File: src/rtl/multicycle_control.sv
// multicycle_control
// Finite-state control sequencer for the multi-cycle RV32I core. It walks each
// instruction through FETCH, DECODE, EXEC and optionally MEM and WB, waiting
// on the memory ready handshake, and counts retired instructions.
//
// Optional feature: define MULTICYCLE_CONTROL_TRAP_EN to make an illegal
// opcode lock the sequencer in TRAP with illegal_instr set. When it is left
// undefined, illegal opcodes execute as a NOP that retires.
//
// Parameters
//   ALUOP_W  width of alu_op (>= 3, upper bits always 0)
//   CNT_W    width of the instret counter
//
// Ports
//   clk            core clock, rising edge
//   rst_n          asynchronous active-low reset
//   opcode         instr[6:0] from the IR, sampled in DECODE
//   br_taken       branch condition from the ALU, sampled in EXEC
//   mem_ready      memory completes the current access this cycle
//   state          current state (FETCH=0 .. TRAP=5)
//   mem_req        memory request, held until mem_ready
//   mem_we         store qualifier for mem_req
//   ir_write       load IR from memory read data
//   pc_write       update the PC
//   pc_sel         0 = PC+4, 1 = branch/jump target
//   alu_src        ALU operand B is the immediate
//   alu_op         ALU operation class
//   mem_to_reg     writeback data comes from memory
//   reg_write      register-file write enable
//   illegal_instr  sticky illegal-opcode flag
//   instret        retired-instruction count
module multicycle_control #(
    parameter int ALUOP_W = 3,
    parameter int CNT_W   = 32
) (
    input  logic               clk,
    input  logic               rst_n,
    input  logic [6:0]         opcode,
    input  logic               br_taken,
    input  logic               mem_ready,
    output logic [2:0]         state,
    output logic               mem_req,
    output logic               mem_we,
    output logic               ir_write,
    output logic               pc_write,
    output logic               pc_sel,
    output logic               alu_src,
    output logic [ALUOP_W-1:0] alu_op,
    output logic               mem_to_reg,
    output logic               reg_write,
    output logic               illegal_instr,
    output logic [CNT_W-1:0]   instret
);

    typedef enum logic [2:0] {
        S_FETCH  = 3'd0,
        S_DECODE = 3'd1,
        S_EXEC   = 3'd2,
        S_MEM    = 3'd3,
        S_WB     = 3'd4,
        S_TRAP   = 3'd5
    } state_t;

    typedef enum logic [2:0] {
        C_ILLEGAL = 3'd0,
        C_LUI     = 3'd1,
        C_JAL     = 3'd2,
        C_BRANCH  = 3'd3,
        C_LOAD    = 3'd4,
        C_STORE   = 3'd5,
        C_OPIMM   = 3'd6,
        C_OP      = 3'd7
    } class_t;

    state_t cur_state;
    state_t next_state;
    class_t instr_class;
    class_t decoded_class;
    logic   retire;

    assign state = cur_state;

    // Opcode to instruction class; only consulted while in DECODE.
    always_comb begin
        decoded_class = C_ILLEGAL;
        case (opcode)
            7'b0110111: decoded_class = C_LUI;
            7'b1101111: decoded_class = C_JAL;
            7'b1100011: decoded_class = C_BRANCH;
            7'b0000011: decoded_class = C_LOAD;
            7'b0100011: decoded_class = C_STORE;
            7'b0010011: decoded_class = C_OPIMM;
            7'b0110011: decoded_class = C_OP;
            default:    decoded_class = C_ILLEGAL;
        endcase
    end

    // State, latched class and retire counter. The class is captured on the
    // edge leaving DECODE so the IR may change underneath later states.
    always_ff @(posedge clk or negedge rst_n) begin
        if (!rst_n) begin
            cur_state   <= S_FETCH;
            instr_class <= C_ILLEGAL;
            instret     <= '0;
        end else begin
            cur_state <= next_state;
            if (cur_state == S_DECODE) begin
                instr_class <= decoded_class;
            end
            if (retire) begin
                instret <= instret + {{(CNT_W-1){1'b0}}, 1'b1};
            end
        end
    end

    // Next state and control outputs. Everything is qualified by rst_n so
    // the enables drop the instant reset asserts, even mid-access, and the
    // first fetch request appears as soon as reset is released.
    always_comb begin
        next_state    = cur_state;
        retire        = 1'b0;
        mem_req       = 1'b0;
        mem_we        = 1'b0;
        ir_write      = 1'b0;
        pc_write      = 1'b0;
        pc_sel        = 1'b0;
        alu_src       = 1'b0;
        alu_op        = '0;
        mem_to_reg    = 1'b0;
        reg_write     = 1'b0;
        illegal_instr = 1'b0;
        if (rst_n) begin
            case (cur_state)
                S_FETCH: begin
                    mem_req = 1'b1;
                    if (mem_ready) begin
                        ir_write   = 1'b1;
                        pc_write   = 1'b1;
                        next_state = S_DECODE;
                    end
                end
                S_DECODE: begin
`ifdef MULTICYCLE_CONTROL_TRAP_EN
                    next_state = (decoded_class == C_ILLEGAL) ? S_TRAP : S_EXEC;
`else
                    next_state = S_EXEC;
`endif
                end
                S_EXEC: begin
                    case (instr_class)
                        C_LUI: begin
                            alu_src    = 1'b1;
                            alu_op[2:0] = 3'b000;
                            next_state = S_WB;
                        end
                        C_OPIMM: begin
                            alu_src    = 1'b1;
                            alu_op[2:0] = 3'b100;
                            next_state = S_WB;
                        end
                        C_OP: begin
                            alu_op[2:0] = 3'b101;
                            next_state = S_WB;
                        end
                        C_LOAD: begin
                            alu_src    = 1'b1;
                            alu_op[2:0] = 3'b010;
                            next_state = S_MEM;
                        end
                        C_STORE: begin
                            alu_src    = 1'b1;
                            alu_op[2:0] = 3'b011;
                            next_state = S_MEM;
                        end
                        C_BRANCH: begin
                            alu_op[2:0] = 3'b001;
                            pc_write   = br_taken;
                            pc_sel     = 1'b1;
                            retire     = 1'b1;
                            next_state = S_FETCH;
                        end
                        C_JAL: begin
                            alu_src    = 1'b1;
                            pc_write   = 1'b1;
                            pc_sel     = 1'b1;
                            reg_write  = 1'b1;
                            retire     = 1'b1;
                            next_state = S_FETCH;
                        end
                        default: begin
                            // Illegal opcode executed as a NOP.
                            retire     = 1'b1;
                            next_state = S_FETCH;
                        end
                    endcase
                end
                S_MEM: begin
                    mem_req = 1'b1;
                    mem_we  = (instr_class == C_STORE);
                    if (mem_ready) begin
                        if (instr_class == C_STORE) begin
                            retire     = 1'b1;
                            next_state = S_FETCH;
                        end else begin
                            next_state = S_WB;
                        end
                    end
                end
                S_WB: begin
                    reg_write  = 1'b1;
                    mem_to_reg = (instr_class == C_LOAD);
                    retire     = 1'b1;
                    next_state = S_FETCH;
                end
`ifdef MULTICYCLE_CONTROL_TRAP_EN
                S_TRAP: begin
                    illegal_instr = 1'b1;
                    next_state    = S_TRAP;
                end
`endif
                default: begin
                    next_state = S_FETCH;
                end
            endcase
        end
    end

endmodule

File: config.mk
export PLATFORM = sky130hd
export DESIGN_NAME = multicycle_control
export DESIGN_NICKNAME = d
export VERILOG_FILES = /design/src/rtl/multicycle_control.sv
export SDC_FILE = /design/constraint.sdc
export NUM_CORES = 1
export LEC_CHECK = 0
export CAP_MARGIN = 10
export CORE_ASPECT_RATIO = 1.5
export CORE_MARGIN = 2
export CORE_UTILIZATION = 45
export CTS_BUF_LIST = sky130_fd_sc_hd__clkbuf_4 sky130_fd_sc_hd__clkbuf_8
export DETAILED_ROUTE_END_ITERATION = 7
export PLACE_DENSITY = 0.76
export SKIP_LAST_GASP = 1
export SYNTH_ARGS = -nofsm -noshare
export SYNTH_HDL_FRONTEND = slang
export SYNTH_SLANG_ARGS = --single-unit
File: constraint.sdc
create_clock -name clk -period 2.1 [get_ports clk]
set_clock_uncertainty 0.2 [all_clocks]
set_input_delay 0.21 -clock clk [delete_from_list [all_inputs] [get_ports clk]]
set_output_delay 0.21 -clock clk [all_outputs]
set_load 0.01 [all_outputs]
==> run metrics <==
final WL=roughly 5.3 mm; Total GRT Usage=between 20% and 30%; Tot Pwr=2330 uW; DR pass1 iterations=4; Final setup viols=11; number of buffers created by CTS=5; cell count after synthesis=208; vias in the first global route=1867; TNS Setup=-380 ps; Power Dens Cells=741 nW/um^2; Worst Path Required=2080 ps; Die W=roughly 60 um; total clock sinks=38; final hold violation count=0; Async S/R FF share, synth=100%; crit path cell chain=nand2b_4 -> or4_4 -> a2111oi_4 -> buf_6 -> nand3_1 -> xnor2_1; fmax=458 MHz; Leak=0.00142 uW; Synth area leaders=dfrtp_1 45%, xnor2_1 9.2%, xor2_1 4.2%; CP peak stage delay=560 ps; mux contribution to synthesized area=1.49%; failing checks=negative setup slack; DR DRC count=0; starting density of the core=46.7%; CTS Buffer Depth=2; min-delay worst type=in2async; first-pass GRT wire length=8.66 mm; Root Buffer=clkbuf_8; post-DP HPWL=4.07 mm; DP Worst Slack=-375 ps; Post-Syn Nets=220; initial DRC count=77; CP bufs+invs=1; Synth Flop Type=dfrtp_1; layout cell share with drive strength beyond 1=23.4%; routability congestion estimate=0.887; CTS tree=built; # fillers=362; area share of fa/ha/maj cells after synthesis=0.595%; Crit Path Class=reg2reg; Antenna Nets Post-Route=0; vias=between 1500 and 2000; Final period util=104%; synthesized flop and latch total=38; largest net degree at the start of global routing=16; I/O pins=58; sequential fraction of the synthesis area=between 40% and 50%; Worst-Skew Late Latency=290 ps; CORE AREA=about 4500 um^2; slowest CP cell=or4_4; GRT overflow=0; Yosys cell types=48; crit-path leading delay family=simple AND/OR/NAND/NOR gates; post-synthesis xor/xnor area fraction=13.3%; row count=30; Die Y=87.8 um; Synth-to-Final Area Change=49.7%; Setup crit end kind=flop; Diodes inserted=0; area of the mapped netlist=2100 um^2; number of flops mapped to enable cells by yosys=0; Final Core Density=69.9%; Final WS setup=-84.8 ps; initial antenna violation count=0; Reg clk slew, reported paths=around 70 ps; Crit Path Max Fanout=6; Yosys warning count=0; Slew Limit Fails=0; RSZ-0062 raised after global routing=yes; CP Data Arrival Time=2160 ps; Nets=320; number of port buffers=56; path depth of the worst reg2reg path=6; dominant combinational cell family by area after synthesis=simple AND/OR/NAND/NOR gates; worst vdd ir=0.546 mV; Worst-Margin Slew=664 ps; synthesized area per cell=10.1 um^2; Final min period=approximately 2200 ps; wire length per cell=between 10 and 15 um; status=complete, but fails checks; Yosys top cell area share=45.2%; Synth Area in Compound Gates=8.15%; Synth area leader=dfrtp_1; Slew HR=between 50% and 60%; H-tree levels=2; MaxCap Viol Count=0; via/cell ratio=around 5.3; critical path depth in cells=6; Worst setup SP type=flop; DIE AREA=5250 um^2; simple-gate share of the synthesized area=27.3%
==> through the flow <==
step | area, um^2 | instances | hold slack (ps)
finish | 3150 | 356 | 201
CTS | 3130 | 355 | 200
global route | 3150 | 356 | 204
detailed placement | 2990 | 343 | -59.7
floorplan | 2130 | 208 | -286
global placement | 2990 | 343 | -55.0
==> cell usage in the layout, fill, tap and decap left out, drive strengths merged, types with 2 or more instances in the layout <==
master         instances
and3                   9
nand2b                 7
nor2                  17
a21oi                  2
o21ai                  7
and4                   4
dlygate4sd3            5
xnor2                 22
nand4bb                2
and2                   2
a211oi                 2
dlygate4sd2            9
nor4                   2
clkdlybuf4s50         44
nand2                 20
nor3                   5
or4                    2
mux2i                  2
clkbuf                 6
buf                   44
dfrtp                 38
nand3                 11
nand3b                 2
nand4                 10
xor2                  10
clkinv                 2
inv                    4
o31a                   3
==> path summary, 6_finish.rpt <==
| kind | start | to | slack (ps) |
|---|---|---|---|
| setup / recovery | instr_class[1]$_DFFE_PN0N_ | instret[29]$_DFFE_PN0P_ | -80 |
| hold / removal | rst_n | state[2]$_DFFE_PN0P_ | 200 |
| setup reg to reg | instr_class[1]$_DFFE_PN0N_ | instret[29]$_DFFE_PN0P_ | -80 |
| hold reg to reg | instret[31]$_DFFE_PN0P_ | instret[31]$_DFFE_PN0P_ | 280 |
| max in group asynchronous | rst_n | instret[4]$_DFFE_PN0P_ | 720 |
| min in group clk | rst_n | state[2]$_DFFE_PN0P_ | 200 |
==> area by class of cell <==
cell class | count | area, um^2 | share of cell area [%]
well taps | 48 | 60.1 | 1.91
clock inverters | 2 | 10.0 | 0.318
multi-input cells | 155 | 1120 | 35.4
inverters | 4 | 15.0 | 0.477
flip-flops and latches | 38 | 953 | 30.3
clock buffers | 5 | 68.8 | 2.18
repair buffers | 104 | 927 | 29.4
==> synthesized netlist by cell type (5+ instances only) <==
master,n
nand2b_1,5
xor2_1,10
xnor2_1,22
nand2_1,20
nand3_1,11
nor2_1,14
nand4_1,10
and3_1,9
dfrtp_1,38
o21ai_0,7
==> timing repair <==
item                       CTS  global route
pin swaps                    2             1
hold endpoints to repair    38             0
setup buffers                0             1
resized for setup           18             6
setup endpoints to repair   23            23
gates cloned                 0             0
hold buffers                 5             0
==> cell families after synthesis <==
kind of cell,Yosys count
compound gates,21
simple gates,97
flops,38
fa+ha+maj,1
xor+xnor,32
other cells,1
buf+inv,15
mux,3
==> worst min-delay path: stages <==
cell,delay [ps]
buf_2,100
buf_4,150
dlygate4sd3_1,570
==> routing by layer <==
layer	track usage [%]	wire (um)
met1	25.0	2040
met2	39.3	2940
met3	4.28	191
met4	6.87	81
met5	0	0
==> power breakdown <==
part	total, uW	switching, uW	internal, uW	leakage [uW]
registers	866	58.8	807	0.000519
clock network	467	244	223	0.0000438
logic	1000	462	540	0.000854
==> registers in the layout (all words and copies together), names as in the netlist <==
signal	cells
instret	32
state	3
instr_class	3
(Power assumes the default switching activity.)
